### src/rtl/datawidthconv_narrow_to_wide.sv
// Narrow-to-wide read streamer: reads N*R words of IN_W bits from memory,
// packs each group of R words (first word in the LSBs) into one OUT_W beat
// and streams the beats through a buffered valid/ready source port.
module datawidthconv_narrow_to_wide #(
  parameter int IN_W       = 32,
  parameter int OUT_W      = 512,
  parameter int ADDR_W     = 32,
  parameter int ADDR_STEP  = 4,
  parameter int MAX_BEATS  = 32,
  parameter int FIFO_DEPTH = 4
) (
  input  logic                           clk,
  input  logic                           reset,
  input  logic                           src_req,
  input  logic [ADDR_W-1:0]              req_base,
  input  logic [$clog2(MAX_BEATS+1)-1:0] req_beats,
  output logic [ADDR_W-1:0]              data_addr,
  output logic                           data_oe,
  input  logic [IN_W-1:0]                data_q,
  output logic                           src_valid,
  input  logic                           src_ready,
  output logic                           src_sop,
  output logic                           src_eop,
  output logic [OUT_W-1:0]               src_q,
  output logic                           busy,
  output logic                           done
);

  localparam int R      = OUT_W / IN_W;
  localparam int BC_W   = $clog2(MAX_BEATS + 1);
  localparam int RD_W   = $clog2(MAX_BEATS * R + 1);
  localparam int SLOT_W = $clog2(R);
  localparam int CAP    = FIFO_DEPTH + 1;   // FIFO entries plus the registered head
  localparam int PTR_W  = $clog2(CAP);
  localparam int CNT_W  = $clog2(CAP + 1);
  localparam int ENT_W  = OUT_W + 2;

  typedef enum logic [1:0] {S_IDLE, S_FETCH, S_DRAIN, S_DONE} state_t;

  state_t                r_state, w_state_nxt;
  logic                  r_req_d;
  logic [ADDR_W-1:0]     r_addr;
  logic [BC_W-1:0]       r_beats;
  logic [RD_W-1:0]       r_reads_left;
  logic [SLOT_W-1:0]     r_iss_slot;
  logic [SLOT_W-1:0]     r_cap_slot;
  logic                  r_cap_vld;
  logic [1:0]            r_pend;
  logic [BC_W-1:0]       r_push_idx;
  logic [OUT_W-IN_W-1:0] r_pack;
  logic [ENT_W-1:0]      r_mem [CAP];
  logic [PTR_W-1:0]      r_wr_ptr, r_rd_ptr;
  logic [CNT_W-1:0]      r_count;

  logic                  w_start, w_load, w_push, w_pop, w_start_ok;
  logic [BC_W-1:0]       w_n_eff;
  logic [CNT_W-1:0]      w_occ;
  logic [ENT_W-1:0]      w_entry;

  assign w_start = src_req && !r_req_d;
  assign w_load  = w_start && (r_state == S_IDLE || r_state == S_DONE);
  assign w_n_eff = (req_beats == '0 || req_beats > BC_W'(MAX_BEATS)) ? BC_W'(MAX_BEATS) : req_beats;

  // Space is reserved a whole beat at a time: a new beat may start only if the
  // FIFO behind the head plus beats already started but not yet pushed leaves
  // a free entry. Once started, a beat's reads run to completion.
  assign w_occ      = (r_count == '0) ? '0 : r_count - CNT_W'(1);
  assign w_start_ok = (32'(w_occ) + 32'(r_pend)) < 32'(FIFO_DEPTH);
  assign data_oe    = (r_state == S_FETCH) && (r_reads_left != '0) &&
                      ((r_iss_slot != '0) || w_start_ok);
  assign data_addr  = r_addr;

  assign w_push  = r_cap_vld && (r_cap_slot == SLOT_W'(R - 1));
  assign w_pop   = src_valid && src_ready;
  assign w_entry = {(r_push_idx == '0), (r_push_idx == r_beats - BC_W'(1)), data_q, r_pack};

  assign src_valid = (r_count != '0);
  assign {src_sop, src_eop, src_q} = r_mem[r_rd_ptr];
  assign busy = (r_state != S_IDLE);
  assign done = (r_state == S_DONE);

  // State register and request edge detector
  always_ff @(posedge clk or negedge reset) begin
    if (!reset) begin
      r_state <= S_IDLE;
      r_req_d <= 1'b0;
    end else begin
      r_state <= w_state_nxt;
      r_req_d <= src_req;
    end
  end

  // Next-state logic
  always_comb begin
    w_state_nxt = r_state;
    unique case (r_state)
      S_IDLE:  if (w_start) w_state_nxt = S_FETCH;
      S_FETCH: if (data_oe && r_reads_left == RD_W'(1)) w_state_nxt = S_DRAIN;
      S_DRAIN: if (w_pop && src_eop) w_state_nxt = S_DONE;
      S_DONE:  w_state_nxt = w_start ? S_FETCH : S_IDLE;
      default: w_state_nxt = S_IDLE;
    endcase
  end

  // Read issue: address, remaining reads, slot of next read, started beats
  always_ff @(posedge clk or negedge reset) begin
    if (!reset) begin
      r_addr       <= '0;
      r_beats      <= '0;
      r_reads_left <= '0;
      r_iss_slot   <= '0;
      r_pend       <= '0;
    end else begin
      if (w_load) begin
        r_addr       <= req_base;
        r_beats      <= w_n_eff;
        r_reads_left <= RD_W'(w_n_eff) * RD_W'(R);
        r_iss_slot   <= '0;
      end else if (data_oe) begin
        r_addr       <= r_addr + ADDR_W'(ADDR_STEP);
        r_reads_left <= r_reads_left - RD_W'(1);
        r_iss_slot   <= (r_iss_slot == SLOT_W'(R - 1)) ? '0 : r_iss_slot + SLOT_W'(1);
      end
      unique case ({data_oe && r_iss_slot == '0, w_push})
        2'b10:   r_pend <= r_pend + 2'd1;
        2'b01:   r_pend <= r_pend - 2'd1;
        default: r_pend <= r_pend;
      endcase
    end
  end

  // Read-data capture into the pack buffer
  always_ff @(posedge clk or negedge reset) begin
    if (!reset) begin
      r_cap_vld  <= 1'b0;
      r_cap_slot <= '0;
      r_push_idx <= '0;
      r_pack     <= '0;
    end else begin
      r_cap_vld <= data_oe;
      if (w_load) begin
        r_cap_slot <= '0;
        r_push_idx <= '0;
      end else if (r_cap_vld) begin
        r_cap_slot <= (r_cap_slot == SLOT_W'(R - 1)) ? '0 : r_cap_slot + SLOT_W'(1);
        for (int unsigned k = 0; k < R - 1; k++) begin
          if (r_cap_slot == SLOT_W'(k)) r_pack[IN_W*k +: IN_W] <= data_q;
        end
        if (w_push) r_push_idx <= r_push_idx + BC_W'(1);
      end
    end
  end

  // Beat FIFO with registered head
  always_ff @(posedge clk or negedge reset) begin
    if (!reset) begin
      for (int unsigned i = 0; i < CAP; i++) r_mem[i] <= '0;
      r_wr_ptr <= '0;
      r_rd_ptr <= '0;
      r_count  <= '0;
    end else begin
      if (w_push) begin
        r_mem[r_wr_ptr] <= w_entry;
        r_wr_ptr        <= (r_wr_ptr == PTR_W'(CAP - 1)) ? '0 : r_wr_ptr + PTR_W'(1);
      end
      if (w_pop) r_rd_ptr <= (r_rd_ptr == PTR_W'(CAP - 1)) ? '0 : r_rd_ptr + PTR_W'(1);
      r_count <= r_count + CNT_W'(w_push) - CNT_W'(w_pop);
    end
  end

endmodule
### config.mk
export PLATFORM = sky130hd
export DESIGN_NAME = datawidthconv_narrow_to_wide
export DESIGN_NICKNAME = d
export VERILOG_FILES = /design/src/rtl/datawidthconv_narrow_to_wide.sv
export SDC_FILE = /design/constraint.sdc
export NUM_CORES = 2
export LEC_CHECK = 0
export CAP_MARGIN = 20
export CORE_MARGIN = 5
export CORE_UTILIZATION = 60
export DETAILED_ROUTE_END_ITERATION = 10
export PLACE_DENSITY = 0.79
export SETUP_SLACK_MARGIN = 0.05
export SLEW_MARGIN = 40
export SYNTH_ARGS = -nofsm -noshare
export SYNTH_HDL_FRONTEND = slang
export SYNTH_SLANG_ARGS = --single-unit
### constraint.sdc
create_clock -name clk -period 4.26 [get_ports clk]
set_input_delay 0.639 -clock clk [delete_from_list [all_inputs] [get_ports clk]]
set_output_delay 0.639 -clock clk [all_outputs]
set_load 0.1 [all_outputs]
==> summary.md <==
| Metric | Value |
|---|---|
| Status | complete, but fails checks |
| Failing checks | antenna violations |
| Combinational fraction of design power | 0.226 |
| Max-Cap Viols | 0 |
| Post-DRT Antenna Nets | 1 |
| Clock Skew | 0.0673 ns |
| Final Cycle Share | 0.975 |
| Clock share of power | 0.345 |
| Crit-path max FO | 73 |
| CORE AREA | 227000 um^2 |
| Slew at the pin with the worst max-slew slack | 0.971 ns |
| Most common cell after layout, fill and taps aside | dfrtp_1 |
| Clk_lat worst skew | 0.94 ns |
| CTS Buffer Depth | 4 |
| HPWL after DPL | roughly 240000 um |
| Post-synthesis cell type count | 57 |
| Register share of total power | 0.429 |
| Placer congestion estimate | ~0.83 |
| Initial Util | 0.602 |
| Asr flop ratio synth | 1.00 |
| GR Overflow Total | 0 |
| Cell Pwr Density | 506 nW/um^2 |
| Finished Cell Area | roughly 160000 um^2 |
| Fin crit period | 4.15 ns |
| Total track usage | 0.328 |
| Die area | 237000 um^2 |
| Mapped Cells | approximately 9900 |
| Reg clk slew, reported paths | 0.06 ns |
| Largest net degree at the start of global routing | 167 |
| Switching pwr | 0.0272 W |
| Post-synth EDFFs | 0 |
| CTS buffer count | around 330 |
| DR pass1 iterations | 6 |
| Post-synth top area cell | dfrtp_1 |
| Post-synth top area share | 0.573 |
| Fin Setup TNS | 0 ns |
| Max Clock Freq | between 0.2 and 0.25 GHz |
| Switch share | 0.332 |
| Peak supply drop | 496 uV |
| Unrepaired setup endpoints after global routing | false |
| Final WL | 392000 um |
| Placed instance area | 151000 um^2 |
| Clock Tree Root | clkbuf_16 |
| Clock sink total | roughly 3100 |
| Share of cells above drive strength 1 | 0.386 |
| Final hold viol count | 0 |
| Most frequent cells in the layout | dfrtp_1, mux2_2, mux2i_1, nor2_1, buf_12 |
| Die X | slightly below 500 um |
| Area grow syn2layout | 18.6% |
| Rel. slew slack | 0.353 |
| Buffers on Ports | 623 |
| Via Count | 88200 |
| I/O pins | 624 |
| Die Span Y | 487 um |
| First-pass GRT wire length | 594000 um |
| Critical path type | reg -> out |
| Setup violations, final | 0 |
| Yosys reg bits | 3127 |
| CP Capture Type | output port |
| DRT iter0 DRCs | 6884 |
| Post-Syn Area | about 140000 um^2 |
| Register area share after synthesis | 0.573 |
| H-tree Lvls | 5 |
| Int Power | approximately 0.055 W |
| Final nets | 10500 |
| Primary flip-flop cell chosen by synthesis mapping | dfrtp_1 |
| DRC errors left | 0 |
| WL/cell | 28.6 um |
| Crit path launch type | register |
| Vias/cell | 6.43 |
| Post-route non-filler standard cell count | between 10000 and 15000 |
| Top post-synthesis cells by area | dfrtp_1, mux2_2, mux2i_1 |
| Num rows | 175 |
| Synthesized Nets | 10000 |
| Worst Hold Slack | 0.218 ns |
| Leak | 79.5 nW |
| Number of global-route vias before repair | approximately 94000 |
| Initial antenna violation count | 41 |
| Required time of the critical path | between 3 and 4 ns |
| CTS tree | done |
| Placed cells | 13100 |
| Hold Crit Class | in -> reg |
| Arrival time worst endpoint | 3.52 ns |
| Slew Limit Fails | 0 |
| Synth Area per Inst | between 10 and 15 um^2 |
| Warnings, synthesis | 0 |
-- cell families (layout without fill, tap and decap cells) --
logic type,after synthesis,count (layout),share of synthesized area
multiplexers,4082,4082,0.327
flip-flops,3127,3127,0.573
AO/OA/AOI/OAI,1110,1110,0.0461
buffers and inverters,792,1521,0.0253
AND/OR/NAND/NOR,756,757,0.0233
XOR/XNOR,48,48,0.00308
adder cells (fa/ha/maj),26,26,0.00244
other,0,34,0
-- power by group through the flow --
stage               clock, W  sequential (W)  combinational (W)
floorplan                  0          0.0353             0.0112
global placement           0          0.0352             0.0179
detailed placement         0          0.0356             0.0181
CTS                   0.0286          0.0351             0.0183
global route          0.0299          0.0355             0.0192
finish                0.0283          0.0352             0.0185
-- worst max-delay path: stages (launching register included) --
cell	delay [ns]
dfrtp_4	0.68
nor2b_4	0.24
buf_12	0.24
buf_12	0.38
a21oi_1	0.14
o22ai_1	0.56
buf_12	0.26
-- worst paths after layout --
check	slack, ns	cells after the start	end	start
min in group asynchronous	0.25	2	r_mem[588]	reset
max in group asynchronous	2.33	4	r_mem[996]	reset
hold reg to reg	0.48	2	data_addr[0]	data_addr[0]
hold / removal	0.22	1	r_req_d	src_req
setup / recovery	0.11	6	src_q[331]	r_rd_ptr[2]
setup reg to reg	1.01	5	r_mem[1692]	r_cap_vld
-- final cells by class --
class                   instances  area (um^2)
diodes                         34         85.1
well taps                    3009         3760
flip-flops and latches       3127        78300
multi-input cells            6023        55100
fillers                     14400        65100
repair buffers                932        14100
inverters                      29          109
clock buffers                 464         9430
clock inverters                96         1130
-- routing by layer --
metal | global-route usage | share of wire | up-vias
met2 | 0.520 | 0.47 | 3406
met1 | 0.437 | 0.40 | 47000
met4 | 0.163 | 0.053 | 12
met3 | 0.0643 | 0.073 | 828
li1 | - | - | 36900
met5 | 0 | 0.00020 | -
-- flip-flops by register name, indices dropped and copies added (netlist names), 4 cells and up --
name and flops:
r_reads_left 10, r_mem 2570, r_push_idx 6, r_beats 6
data_addr 32, r_cap_slot 4, r_iss_slot 4, r_pack 480
-- Yosys cell counts, drive strengths merged (8+ instances only) --
cell type	count
ha	25
a21oi	530
a31oi	8
xor2	14
nand3	25
inv	29
buf	394
or4	8
clkbuf	369
o21ai	39
nand2	72
mux2i	1036
mux2	3046
nor2	563
o22ai	513
xnor2	34
nand4	17
or3	11
nor3	12
nor4	18
dfrtp	3127
-- per-stage QoR --
| stage | setup WS (ns) | util | power [W] |
|---|---|---|---|
| detailed placement | 1.02 | 0.665 | 0.0537 |
| CTS | 0.0454 | 0.712 | 0.0820 |
| global route | 0.0483 | 0.713 | 0.0846 |
| finish | 0.105 | 0.713 | 0.0820 |
| floorplan | 0.467 | - | 0.0465 |
| global placement | 0.689 | 0.665 | 0.0532 |
-- repair_timing --
action,in CTS,in global routing
endpoints found under the setup margin,26,10
resized for setup,4,9
cloned,1,0
buffers inserted,3,1
hold buffers,1,0
endpoints found under the hold margin,62,0
No activity file was read; power rests on OpenSTA's default activity.
